<file path="config.mk">
export PLATFORM = sky130hd
export DESIGN_NAME = uart_rx_deframer_flat
export DESIGN_NICKNAME = d
export VERILOG_FILES = /design/src/rtl/uart_rx_deframer_if.sv /design/src/rtl/uart_rx_deframer.sv /design/src/flat_wrapper.sv
export SDC_FILE = /design/constraint.sdc
export NUM_CORES = 1
export LEC_CHECK = 0
export CAP_MARGIN = 30
export CORE_MARGIN = 5
export CORE_UTILIZATION = 35
export CTS_CLUSTER_SIZE = 14
export DETAILED_ROUTE_END_ITERATION = 8
export DONT_BUFFER_PORTS = 1
export PLACE_DENSITY_LB_ADDON = 0.08
export SLEW_MARGIN = 15
export SYNTH_ARGS = -nofsm -noshare
export SYNTH_HDL_FRONTEND = slang
export SYNTH_SLANG_ARGS = --single-unit
</file>
<file path="constraint.sdc">
create_clock -name clock -period 3.1 [get_ports clock]
set_clock_uncertainty 0.2 [all_clocks]
set_input_delay 0.465 -clock clock [delete_from_list [all_inputs] [get_ports clock]]
set_output_delay 0.465 -clock clock [all_outputs]
set_load 0.005 [all_outputs]
</file>
<file path="src/rtl/uart_rx_deframer_if.sv">
// Receive-side result bundle: the deframed byte, its strobe, error flags and busy status.
// The deframer drives it through the master modport; the holding logic reads it as slave.
interface uart_rx_deframer_if #(
  parameter int unsigned DATA_BITS = 8
);
  logic [DATA_BITS-1:0] data_out;
  logic                 data_valid;
  logic                 parity_error;
  logic                 stop_error;
  logic                 rx_active;

  modport master (
    output data_out,
    output data_valid,
    output parity_error,
    output stop_error,
    output rx_active
  );

  modport slave (
    input data_out,
    input data_valid,
    input parity_error,
    input stop_error,
    input rx_active
  );
endinterface

</file>
<file path="src/rtl/uart_rx_deframer.sv">
// UART receive deframer: oversampled start detection, LSB-first deserialisation,
// optional odd/even parity and stop-bit checks, one-clock delivery strobe.
module uart_rx_deframer #(
  parameter int unsigned DATA_BITS  = 8,
  parameter int unsigned OVERSAMPLE = 16
) (
  input  logic                       clock,
  input  logic                       reset_n,
  input  logic                       rx_in,
  input  logic                       sample_tick,
  input  logic [1:0]                 parity_type,
  uart_rx_deframer_if.master         rx_if
);

  localparam int unsigned TickW = $clog2(OVERSAMPLE);
  localparam int unsigned BitW  = $clog2(DATA_BITS + 1);

  localparam logic [TickW-1:0] TickHalf = TickW'(OVERSAMPLE / 2 - 1);
  localparam logic [TickW-1:0] TickLast = TickW'(OVERSAMPLE - 1);
  localparam logic [BitW-1:0]  BitLast  = BitW'(DATA_BITS - 1);

  typedef enum logic [2:0] {
    StIdle,
    StStart,
    StData,
    StParity,
    StStop
  } state_e;

  state_e                state_q, state_d;
  logic                  rx_meta_q, rx_s_q;
  logic [TickW-1:0]      tick_q, tick_d;
  logic [BitW-1:0]       bit_q, bit_d;
  logic [DATA_BITS-1:0]  shift_q, shift_d;
  logic [1:0]            par_mode_q, par_mode_d;
  logic                  par_bit_q, par_bit_d;
  logic                  wait_high_q, wait_high_d;
  logic [DATA_BITS-1:0]  data_q, data_d;
  logic                  valid_q, valid_d;
  logic                  par_err_q, par_err_d;
  logic                  stop_err_q, stop_err_d;

  logic                  tick_last;
  logic                  par_enabled;
  logic                  par_mismatch;

  assign tick_last   = (tick_q == TickLast);
  assign par_enabled = (par_mode_q == 2'b01) || (par_mode_q == 2'b10);

  // Odd mode wants an odd count of ones over data plus parity bit, even mode an even count.
  always_comb begin
    par_mismatch = 1'b0;
    unique case (par_mode_q)
      2'b01:   par_mismatch = ~(^shift_q ^ par_bit_q);
      2'b10:   par_mismatch = ^shift_q ^ par_bit_q;
      default: par_mismatch = 1'b0;
    endcase
  end

  always_comb begin
    state_d     = state_q;
    tick_d      = tick_q;
    bit_d       = bit_q;
    shift_d     = shift_q;
    par_mode_d  = par_mode_q;
    par_bit_d   = par_bit_q;
    wait_high_d = wait_high_q;
    data_d      = data_q;
    valid_d     = 1'b0;
    par_err_d   = par_err_q;
    stop_err_d  = stop_err_q;

    if (sample_tick) begin
      unique case (state_q)
        StIdle: begin
          // After a framing error the line must be seen high before a new start is accepted.
          if (wait_high_q) begin
            if (rx_s_q) wait_high_d = 1'b0;
          end else if (!rx_s_q) begin
            state_d    = StStart;
            tick_d     = '0;
            par_mode_d = parity_type;
          end
        end
        StStart: begin
          if (tick_q == TickHalf) begin
            tick_d = '0;
            if (rx_s_q) begin
              state_d = StIdle;
            end else begin
              state_d = StData;
              bit_d   = '0;
            end
          end else begin
            tick_d = tick_q + TickW'(1);
          end
        end
        StData: begin
          if (tick_last) begin
            tick_d  = '0;
            shift_d = {rx_s_q, shift_q[DATA_BITS-1:1]};
            bit_d   = bit_q + BitW'(1);
            if (bit_q == BitLast) state_d = par_enabled ? StParity : StStop;
          end else begin
            tick_d = tick_q + TickW'(1);
          end
        end
        StParity: begin
          if (tick_last) begin
            tick_d    = '0;
            par_bit_d = rx_s_q;
            state_d   = StStop;
          end else begin
            tick_d = tick_q + TickW'(1);
          end
        end
        StStop: begin
          if (tick_last) begin
            tick_d      = '0;
            data_d      = shift_q;
            valid_d     = 1'b1;
            stop_err_d  = ~rx_s_q;
            par_err_d   = par_mismatch;
            wait_high_d = ~rx_s_q;
            state_d     = StIdle;
          end else begin
            tick_d = tick_q + TickW'(1);
          end
        end
        default: state_d = StIdle;
      endcase
    end
  end

  always_ff @(posedge clock or negedge reset_n) begin
    if (!reset_n) begin
      state_q     <= StIdle;
      rx_meta_q   <= 1'b1;
      rx_s_q      <= 1'b1;
      tick_q      <= '0;
      bit_q       <= '0;
      shift_q     <= '0;
      par_mode_q  <= 2'b00;
      par_bit_q   <= 1'b0;
      wait_high_q <= 1'b0;
      data_q      <= '0;
      valid_q     <= 1'b0;
      par_err_q   <= 1'b0;
      stop_err_q  <= 1'b0;
    end else begin
      state_q     <= state_d;
      rx_meta_q   <= rx_in;
      rx_s_q      <= rx_meta_q;
      tick_q      <= tick_d;
      bit_q       <= bit_d;
      shift_q     <= shift_d;
      par_mode_q  <= par_mode_d;
      par_bit_q   <= par_bit_d;
      wait_high_q <= wait_high_d;
      data_q      <= data_d;
      valid_q     <= valid_d;
      par_err_q   <= par_err_d;
      stop_err_q  <= stop_err_d;
    end
  end

  assign rx_if.data_out     = data_q;
  assign rx_if.data_valid   = valid_q;
  assign rx_if.parity_error = par_err_q;
  assign rx_if.stop_error   = stop_err_q;
  assign rx_if.rx_active    = (state_q != StIdle);

endmodule
</file>
<file path="src/flat_wrapper.sv">
// flat-port wrapper written by rule: the top's interface ports become plain ports
module uart_rx_deframer_flat 
#(
  parameter int unsigned DATA_BITS  = 8,
  parameter int unsigned OVERSAMPLE = 16
)
  (clock, reset_n, rx_in, sample_tick, parity_type, rx_if_data_out, rx_if_data_valid, rx_if_parity_error, rx_if_stop_error, rx_if_rx_active);
  uart_rx_deframer_if #(.DATA_BITS(DATA_BITS)) rx_if_i ();
  input  logic clock;
  input  logic reset_n;
  input  logic rx_in;
  input  logic sample_tick;
  input  logic [1:0] parity_type;
  output wire logic [$bits(rx_if_i.data_out)-1:0] rx_if_data_out;
  output wire logic [$bits(rx_if_i.data_valid)-1:0] rx_if_data_valid;
  output wire logic [$bits(rx_if_i.parity_error)-1:0] rx_if_parity_error;
  output wire logic [$bits(rx_if_i.stop_error)-1:0] rx_if_stop_error;
  output wire logic [$bits(rx_if_i.rx_active)-1:0] rx_if_rx_active;
  assign rx_if_data_out = rx_if_i.data_out;
  assign rx_if_data_valid = rx_if_i.data_valid;
  assign rx_if_parity_error = rx_if_i.parity_error;
  assign rx_if_stop_error = rx_if_i.stop_error;
  assign rx_if_rx_active = rx_if_i.rx_active;
  uart_rx_deframer #(.DATA_BITS(DATA_BITS), .OVERSAMPLE(OVERSAMPLE)) u_core (.clock(clock), .reset_n(reset_n), .rx_in(rx_in), .sample_tick(sample_tick), .parity_type(parity_type), .rx_if(rx_if_i));
endmodule
</file>
Word level (Yosys, flattened, before mapping) --
Cells that the tools add are included.
Cells by class: add/sub/neg operators 2, mux-type cells 26, equality and inequality tests 17, bitwise logic cells 4, reductions and logical operators 16
Operator list (count):
- $mux 3 | 8
- $mux 4 | 6
- $pmux 3 s5 | 1
- $pmux 4 s3 | 1
- $reduce_and 3->1 | 4
- $ne 2x1->1 const B | 5
- $add 4x1->4 const B | 2
- $eq 4x3->1 const B | 2
- $pmux 4 s2 | 1
- $reduce_and 4->1 | 2
- $reduce_and 8->1 | 1
- $reduce_xor 8->1 | 1
- $eq 3x2->1 const B | 2
- $mux 1 | 6
- $ne 2x2->1 const B | 3
- $reduce_bool 3->1 | 2
- $reduce_and 5->1 | 1
- $eq 4x4->1 const B | 1
- $pmux 1 s2 | 2
- $reduce_bool 2->1 | 2
- $eq 3x1->1 const B | 1
- $eq 3x3->1 const B | 1
- $logic_not 3->1 | 1
- $not 1->1 | 3
- other kinds (6) | 6
Word-level totals: output and inout port bits 12, register bits 36, input bits 6, logic and storage cells 78

Depth between registers and ports, before layout --
Gate-level depths: netlist (run 1).
word-level depth 6, depth in mapped cells 7, gate-level depth less buffers 6

Worst setup path before layout (run 1) --
OpenSTA, ideal clock, no wires.
kind reg2reg, start reg u_core.tick_q[0], end reg u_core.data_q[3] (netlist: u_core.rx_if.data_out[3]), cell stages (with the launch flop) 6, period minus slack after synthesis 1858 ps, library setup time 125 ps, required time 2775 ps, path buffers 1, arrival time 1533 ps, path slack 1242 ps, cell sequence dfrtp_1 > ha_1 > nand4_1 > and2b_1 > buf_4 > mux2_2
Between the ends: word-level cells in the longest chain between the ends 2
RTL lines:
- start: declaration | RTL line uart_rx_deframer.sv:32 | logic [TickW-1:0] tick_q, tick_d;
- start signal: assignment | RTL line uart_rx_deframer.sv:154 | tick_q <= tick_d;
- $eq 4x4->1 | RTL line uart_rx_deframer.sv:47 | assign tick_last = (tick_q == TickLast);
- $reduce_and 3->1 (no line)
- end signal: assignment | RTL line uart_rx_deframer.sv:160 | data_q <= data_d;
- end: declaration | RTL line uart_rx_deframer.sv:38 | logic [DATA_BITS-1:0] data_q, data_d;
No other way between the ends. A chain may end at the register's enable or synchronous reset.

Worst setup path in the final report (run 1) --
start reg u_core.tick_q[0], end reg u_core.data_q[7] (netlist: u_core.rx_if.data_out[7])
Same word-level chain as after synthesis.

==> results.md, run 1 <==
* Placer Congestion at 0.752
* Post-DP Area at 1780 um2
* Pleak at 0.882 nW
* Area growth syn-to-layout at 11.1%
* Non-filler cells, final at 222
* Final HPWL DP at 2100 um
* Final ANT Viol Nets at 0
* Placement Rows at 25
* Ports at 18
* RSZ-0062 raised after global routing: false
* Detailed Routing Iterations Pass 1 at 4
* Global-route wire length before repair at 5370 um
* Peak supply drop at 0.000255 V
* Final Cycle Share at 69.4%
* CORE AREA at 4750 um2
* FMAX at 0.465 GHz
* Post-layout nets at 164
* Cells after Synth at 149
* Critical-path maximum fanout at 13
* Endpoints failing setup at 0
* TritonCTS Buffers at 5
* Startpoint Class: register
* Antenna violations before repair at 0
* Syn. warnings at 0
* CP arrival at 2.12 ns
* Drt via density at 4.77
* Placed Cells at 211
* Reg clk slew, reported paths at 0.07 ns
* GRT Overall Usage at 11.0%
* WHS at 0.129 ns
* Initial DRC count at 47
* Die Span Y at 80.1 um
* Syn Area/Cell at 11.5 um2
* Rel. slew slack at 63.8%
* Total grt overflow at 0
* Worst-margin pin slew at 0.543 ns
* Mapped Area at 1720 um2
* Cell with the most instances after synthesis: dfrtp_1
* Final wirelength at 3000 um
* Req. time, crit path at 3.07 ns
* WL per Instance at 13.5 um
* TritonCTS clock tree: yes
* Crit path to: u_core.rx_if.data_out[7]
* DRC Markers at 0
* EDFF count, synth at 0
* Critical R2R Capture: u_core.rx_if.data_out[7]
* Die area at 6410 um2
* Final Cell Area at 1910 um2
* Vias at 1058
* Fraction of layout cells with a size suffix above 1 at 23.2%
* Synth Flop Type: dfrtp_1
* Outcome: finished clean
* Largest net degree at the start of global routing at 37
* Fin Setup TNS at 0 ns
* Area contributors post-synth: dfrtp_1, mux2_2, o21ai_0
* H-tree depth at 2
* Async S/R FF share, synth at 100%
* Max-cap violations at 0
* P per Cell Area at 605 nW/um2
* Area leader, netlist: dfrtp_1
* Post-synth top cells: dfrtp_1, mux2_2, o21ai_0
* Total power at 0.00115 W
* Hold Path Class: primary input to register
* Worst r2r src: u_core.tick_q[0]
* Later-pin clock latency in the skew report at 0.28 ns
* Kind of critical path: register to register
* Max Root-Sink Buffers at 2
* Register area share after synthesis at 52.5%
* Final slew viol count at 0
* ANT cells at 0
* R2R cell count at 4
* Port Buffer Count at 0
* Vias in the first global route at 1082
* CP endpoint kind: register
* Reg2Reg Setup Slack at 0.95 ns
* Initial Utilization at 36.2%
* Worst Hold Depth at 1
* Distinct cell type count after synthesis at 38
* Clk sink count at 36
* Critical path launch point: u_core.tick_q[0]
* Die width at 80.1 um
* Root Driver: clkbuf_8
* Yosys top cell area share at 49.5%
* Synthesized Nets at 159
* Min Tclk post-route at 2.15 ns
* Final hold vios at 0
* Post-CTS Resized at 0
* FF+latch count, synth at 36
==> state kept, by name, summed over array words and instances, names as in the netlist <==
| name | count |
|---|---|
| u_core.rx_s_q | 1 |
| u_core.state_q | 3 |
| u_core.tick_q | 4 |
| u_core.rx_if.stop_error | 1 |
| u_core.rx_if.data_valid | 1 |
| u_core.rx_meta_q | 1 |
| u_core.bit_q | 4 |
| u_core.rx_if.data_out | 8 |
| u_core.par_bit_q | 1 |
| u_core.wait_high_q | 1 |
| u_core.par_mode_q | 2 |
| u_core.rx_if.parity_error | 1 |
| u_core.shift_q | 8 |
==> layout make-up <==
type,instances,area (um2)
clock buffer,7,86.3
clock inverter,1,7.51
fill,498,2850
inverter,6,22.5
multi-input combinational,102,766
sequential,36,903
tap,67,83.8
timing repair buffer,3,40.0
==> through the flow <==
stage          setup WS, ns  util, %
4_1_cts               0.922     40.2
6_report              0.948     40.2
5_1_grt               0.820     40.2
2_1_floorplan          1.24        -
3_3_place_gp          0.984     37.3
3_5_place_dp          0.933     37.3
==> report_power, final <==
part / total [W] / switching [W] / internal [W]
Combinational: 0.000215 / 0.000115 / 0.0000997
Sequential: 0.000598 / 0.0000742 / 0.000523
Clock: 0.000343 / 0.000162 / 0.000180
Total: 0.00115 / 0.000351 / 0.000804
==> worst max-delay path: stages (launching register included) <==
cell and delay [ns]:
dfrtp_1 0.39, ha_1 0.27, nand4_1 0.19, and2b_1 0.59, mux2_2 0.41
==> layer usage <==
metal | GRT usage, % | vias up | share of wire (%)
met5 | 0 | - | 0
met4 | 4.56 | 0 | 1.8
li1 | - | 531 | -
met1 | 14.0 | 504 | 48
met2 | 16.4 | 17 | 46
met3 | 4.37 | 6 | 4.7
==> worst min path at each step <==
stage                        start                  endpoint  slack, ns
CTS                 parity_type[1]      u_core.par_mode_q[1]       0.12
finish              parity_type[1]      u_core.par_mode_q[1]       0.13
global route        parity_type[0]      u_core.par_mode_q[0]       0.11
floorplan                  reset_n           u_core.bit_q[0]      -0.03
detailed placement         reset_n  u_core.rx_if.data_out[4]      -0.03
global placement           reset_n  u_core.rx_if.data_out[4]      -0.03
==> layout by cell type, fill, tap and decap left out, types with 3 or more instances in the layout <==
| cell | count |
|---|---|
| a21oi_1 | 3 |
| clkbuf_8 | 6 |
| dfrtp_1 | 34 |
| ha_1 | 4 |
| inv_1 | 6 |
| mux2_2 | 19 |
| mux2i_1 | 3 |
| nand2_1 | 11 |
| nand3_1 | 5 |
| nor2_1 | 9 |
| o21ai_0 | 14 |
| xnor2_1 | 4 |
==> cells by family after synthesis <==
group / Yosys count / share of synthesized area [%]
and+or+nand+nor: 43 / 13.8
DFF: 36 / 52.5
AOI/OAI and AO/OA: 26 / 9.24
muxes: 22 / 14.2
buffers and inverters: 11 / 2.91
xor gates and xnor gates: 7 / 4.37
adders and majority gates: 4 / 2.91
==> timing repair <==
item                      CTS  global route
hold endpoints to repair   37             0
setup buffers               0             0
hold buffers                3             0
Power figures use the tool's default switching activity.
==> run 2, diff against run 1 <==
clock period = 2.2 ns   (was 3.1 ns; I/O delays follow)
==> run 2 against run 1 <==
Sequential cell count stayed put. Register-to-register slack worse by 0.69 ns. First-iteration DRC count is 74% lower. Clock power is 31% higher. Wire length is 1.6% lower. Via count is 4.1% higher. Cell area is 2.2% higher. Sequential share of layout area is 1.0 points lower. Maximum frequency is 11% higher. Cell count is 2.7% higher.
==> results.md, run 2 (synthesis gave the netlist of run 1 again) <==
* Pleak at 0.908 nW
* RSZ-0062 raised after global routing: false
* ANT cells at 0
* Clk sink count at 36
* R2R cell count at 6
* WL per Instance at 12.9 um
* Vias in the first global route at 1122
* Die width at 80.1 um
* TritonCTS Buffers at 5
* Critical-path maximum fanout at 7
* CP arrival at 1.95 ns
* Area growth syn-to-layout at 13.5%
* DP Worst Slack at 0.235 ns
* GRT Overall Usage at 10.6%
* Fin Setup TNS at 0 ns
* Worst Hold Depth at 3
* Root Driver: clkbuf_8
* Reg clk slew, reported paths at 0.07 ns
* Detailed Routing Iterations Pass 1 at 4
* Post-layout nets at 170
* CP endpoint kind: register
* P per Cell Area at 824 nW/um2
* Post-CTS Resized at 0
* CORE AREA at 4750 um2
* Slowest CP cell: or3_1
* TritonCTS clock tree: yes
* Drt via density at 4.83
* Fraction of layout cells with a size suffix above 1 at 24.8%
* Die Span Y at 80.1 um
* Endpoints failing setup at 0
* Total grt overflow at 0
* Port Buffer Count at 0
* Placement Rows at 25
* Most frequent cells in the layout: dfrtp_1, mux2_2, o21ai_0, nand2_1, nor2_1
* Post-DP Area at 1810 um2
* Commonest non-fill, non-tap cell in the layout: dfrtp_1
* Rel. slew slack at 72.0%
* Vias at 1101
* Final wirelength at 2950 um
* Hold_buf cts at 5
* Largest net degree at the start of global routing at 37
* Startpoint Class: register
* Req. time, crit path at 2.20 ns
* H-tree depth at 2
* Die area at 6410 um2
* FMAX at 0.514 GHz
* Initial DRC count at 12
* Final slew viol count at 0
* Antenna violations before repair at 0
* Final hold vios at 0
* Later-pin clock latency in the skew report at 0.29 ns
* Placer Congestion at 0.761
* Max-cap violations at 0
* Final Cell Area at 1950 um2
* Final ANT Viol Nets at 0
* Ports at 18
* Crit path cell chain: ha_1, nand3_1, nor2_1, o21ai_1, or3_1, a22oi_1
* Global-route wire length before repair at 5190 um
* Min Tclk post-route at 1.95 ns
* Kind of critical path: register to register
* Setup ws final at 0.253 ns
* DRC Markers at 0
* Setup bufs post-CTS at 0
* Total power at 0.00161 W
* Initial Utilization at 36.2%
* WHS at 0.0693 ns
* Max Root-Sink Buffers at 2
* Worst-margin pin slew at 0.420 ns
* Final Cycle Share at 88.5%
* Max stage delay on crit path at 0.39 ns
* Final HPWL DP at 2090 um
* Hold Path Class: primary input to register
* Outcome: finished clean
* Peak supply drop at 0.000423 V
run 2: area by class of cell:
class,instances,area (um2)
clock inverters,2,12.5
flip-flops and latches,36,903
inverters,6,22.5
fillers,484,2800
well taps,67,83.8
repair buffers,9,90.1
multi-input cells,102,766
clock buffers,6,72.6
run 2: final timing paths:
check                                 start                  endpoint  slack, ns
setup reg to reg           u_core.tick_q[0]           u_core.bit_q[3]       0.25
max in group asynchronous           reset_n             u_core.rx_s_q       1.26
hold / removal                  sample_tick        u_core.wait_high_q       0.07
setup / recovery           u_core.tick_q[0]           u_core.bit_q[3]       0.25
min in group asynchronous           reset_n  u_core.rx_if.data_out[3]       0.29
hold reg to reg            u_core.rx_meta_q             u_core.rx_s_q       0.16
run 2: power by group:
| part | leakage, nW | switching, W | internal, W | total [W] |
|---|---|---|---|---|
| registers | 0.481 | 0.000108 | 0.000737 | 0.000846 |
| logic | 0.386 | 0.000157 | 0.000153 | 0.000310 |
| clock network | 0.0412 | 0.000230 | 0.000221 | 0.000451 |
| total | 0.908 | 0.000495 | 0.00111 | 0.00161 |
run 2: critical path: cells and delay by family, from the launching register on:
| kind | cells | cell delay, ns |
|---|---|---|
| flip-flops | 1 | 0.38 |
| AND/OR/NAND/NOR | 3 | 0.67 |
| AO/OA/AOI/OAI | 2 | 0.35 |
| adder cells (fa/ha/maj) | 1 | 0.26 |
run 2: per-stage QoR:
step,util [%],std cells
after floorplan,-,149
after global routing,41.0,228
after global placement,38.0,215
final,41.0,228
after CTS,41.0,228
after detailed placement,38.0,215
run 2: routing by layer:
metal | vias up | GRT usage (%) | share of wire (%)
met5 | - | 0 | 0
met4 | 0 | 5.07 | 2.0
met3 | 7 | 3.36 | 4.6
met2 | 18 | 16.4 | 47
met1 | 535 | 13.4 | 46
li1 | 541 | - | -
==> run 3, diff against run 2 <==
CORE_ASPECT_RATIO = 0.75   (was default)
SKIP_CTS_REPAIR_TIMING = 1   (was default)
==> run 3 against run 2 <==
Count of clock-buffer cells in the layout increased by 1. Via count about the same. Sequential share of layout area decreased by 0.87 points. Critical path depth unchanged.
==> results.md, run 3 (synthesis gave the netlist of run 1 again) <==
* TritonCTS clock tree: yes
* Slowest CP cell: dfrtp_1
* Max Root-Sink Buffers at 2
* Outcome: finished clean
* DRC Markers at 0
* Hold Path Class: primary input to register
* Detailed Routing Iterations Pass 1 at 4
* Ports at 18
* Critical path launch point: u_core.tick_q[0]
* FMAX at 0.503 GHz
* Fraction of layout cells with a size suffix above 1 at 24.5%
* H-tree depth at 2
* Final Cycle Share at 90.3%
* CP arrival at 1.99 ns
* Peak supply drop at 0.000617 V
* Critical-path maximum fanout at 7
* P per Cell Area at 913 nW/um2
* Placement Rows at 22
* Largest net degree at the start of global routing at 37
* WL per Instance at 14.6 um
* Fin Setup TNS at 0 ns
* Final hold vios at 0
* R2R cell count at 6
* Kind of critical path: register to register
* Final wirelength at 3200 um
* ANT cells at 0
* Final slew viol count at 0
* Clk sink count at 36
* GRT Overall Usage at 11.2%
* Min Tclk post-route at 1.99 ns
* Placer Congestion at 0.777
* Initial Utilization at 35.7%
* Rel. slew slack at 70.4%
* Area growth syn-to-layout at 15.6%
* Reg2Reg Setup Slack at 0.21 ns
* Core Util, Final at 41.3%
* Placed Cells at 206
* Vias at 1102
* Vias in the first global route at 1200
* Root Driver: clkbuf_8
* Non-filler cells, final at 219
* Post-layout nets at 168
* Final ANT Viol Nets at 0
* Endpoints failing setup at 0
* Critical R2R Capture: u_core.bit_q[3]
* RSZ-0062 raised after global routing: false
* Final Cell Area at 1990 um2
* Pleak at 0.926 nW
* Drt via density at 5.03
* Die Span Y at 70.7 um
* Max stage delay on crit path at 0.39 ns
* Final HPWL DP at 2250 um
* Later-pin clock latency in the skew report at 0.29 ns
* Most frequent cells in the layout: dfrtp_1, mux2_2, o21ai_0, nand2_1, nor2_1
* WHS at 0.0792 ns
* Worst-margin pin slew at 0.434 ns
* Total grt overflow at 0
* CORE AREA at 4820 um2
* Startpoint Class: register
* Crit path cell chain: ha_1, nand3_1, nor2_1, o21ai_1, or3_1, a22oi_1
* Max-cap violations at 0
* Antenna violations before repair at 0
* Global-route wire length before repair at 5680 um
* CP endpoint kind: register
* Commonest non-fill, non-tap cell in the layout: dfrtp_1
* Req. time, crit path at 2.20 ns
* Reg clk slew, reported paths at 0.07 ns
* Post-DP Area at 1790 um2
* Die width at 90.9 um
* Port Buffer Count at 0
* Die area at 6430 um2
* Worst r2r src: u_core.tick_q[0]
* Crit path to: u_core.bit_q[3]
* TritonCTS Buffers at 5
* Initial DRC count at 54
## run 3: final cells by class
class	instances	area, um2
well taps	60	75.1
flip-flops and latches	36	903
repair buffers	7	95.1
inverters	6	22.5
fillers	466	2830
clock buffers	7	96.3
clock inverters	1	30.0
multi-input cells	102	766
## run 3: where the power goes
| group | internal (W) | switching (W) |
|---|---|---|
| logic | 0.000156 | 0.000180 |
| registers | 0.000737 | 0.0000991 |
| clock network | 0.000400 | 0.000242 |
| total | 0.00129 | 0.000521 |
## run 3: how the worst min path moves through the flow
stage / to / cells after the start / startpoint
3_3_place_gp: u_core.rx_if.data_out[3] / 0 / reset_n
5_1_grt: u_core.wait_high_q / 3 / sample_tick
6_report: u_core.wait_high_q / 3 / sample_tick
2_1_floorplan: u_core.bit_q[0] / 0 / reset_n
3_5_place_dp: u_core.rx_if.data_out[3] / 0 / reset_n
4_1_cts: u_core.rx_if.data_out[3] / 0 / reset_n
## run 3: stage by stage
stage               power, W  worst slack, ns
finish               0.00182            0.213
global route         0.00194           0.0294
CTS                  0.00182            0.192
detailed placement   0.00117            0.198
global placement     0.00115            0.208
floorplan            0.00108            0.342
## run 3: routing by layer
layer | vias to the layer above | track usage, % | share of wire [%]
met3 | 5 | 4.68 | 6.5
li1 | 539 | - | -
met5 | - | 0 | 0
met1 | 538 | 15.0 | 52
met4 | 0 | 3.91 | 1.1
met2 | 20 | 16.2 | 40
## run 3: critical path, delay by kind of cell, from the launching register on
family,cells,cell delay (ns)
AOI/OAI and AO/OA,2,0.35
adders and majority gates,1,0.30
DFF,1,0.39
and+or+nand+nor,3,0.66
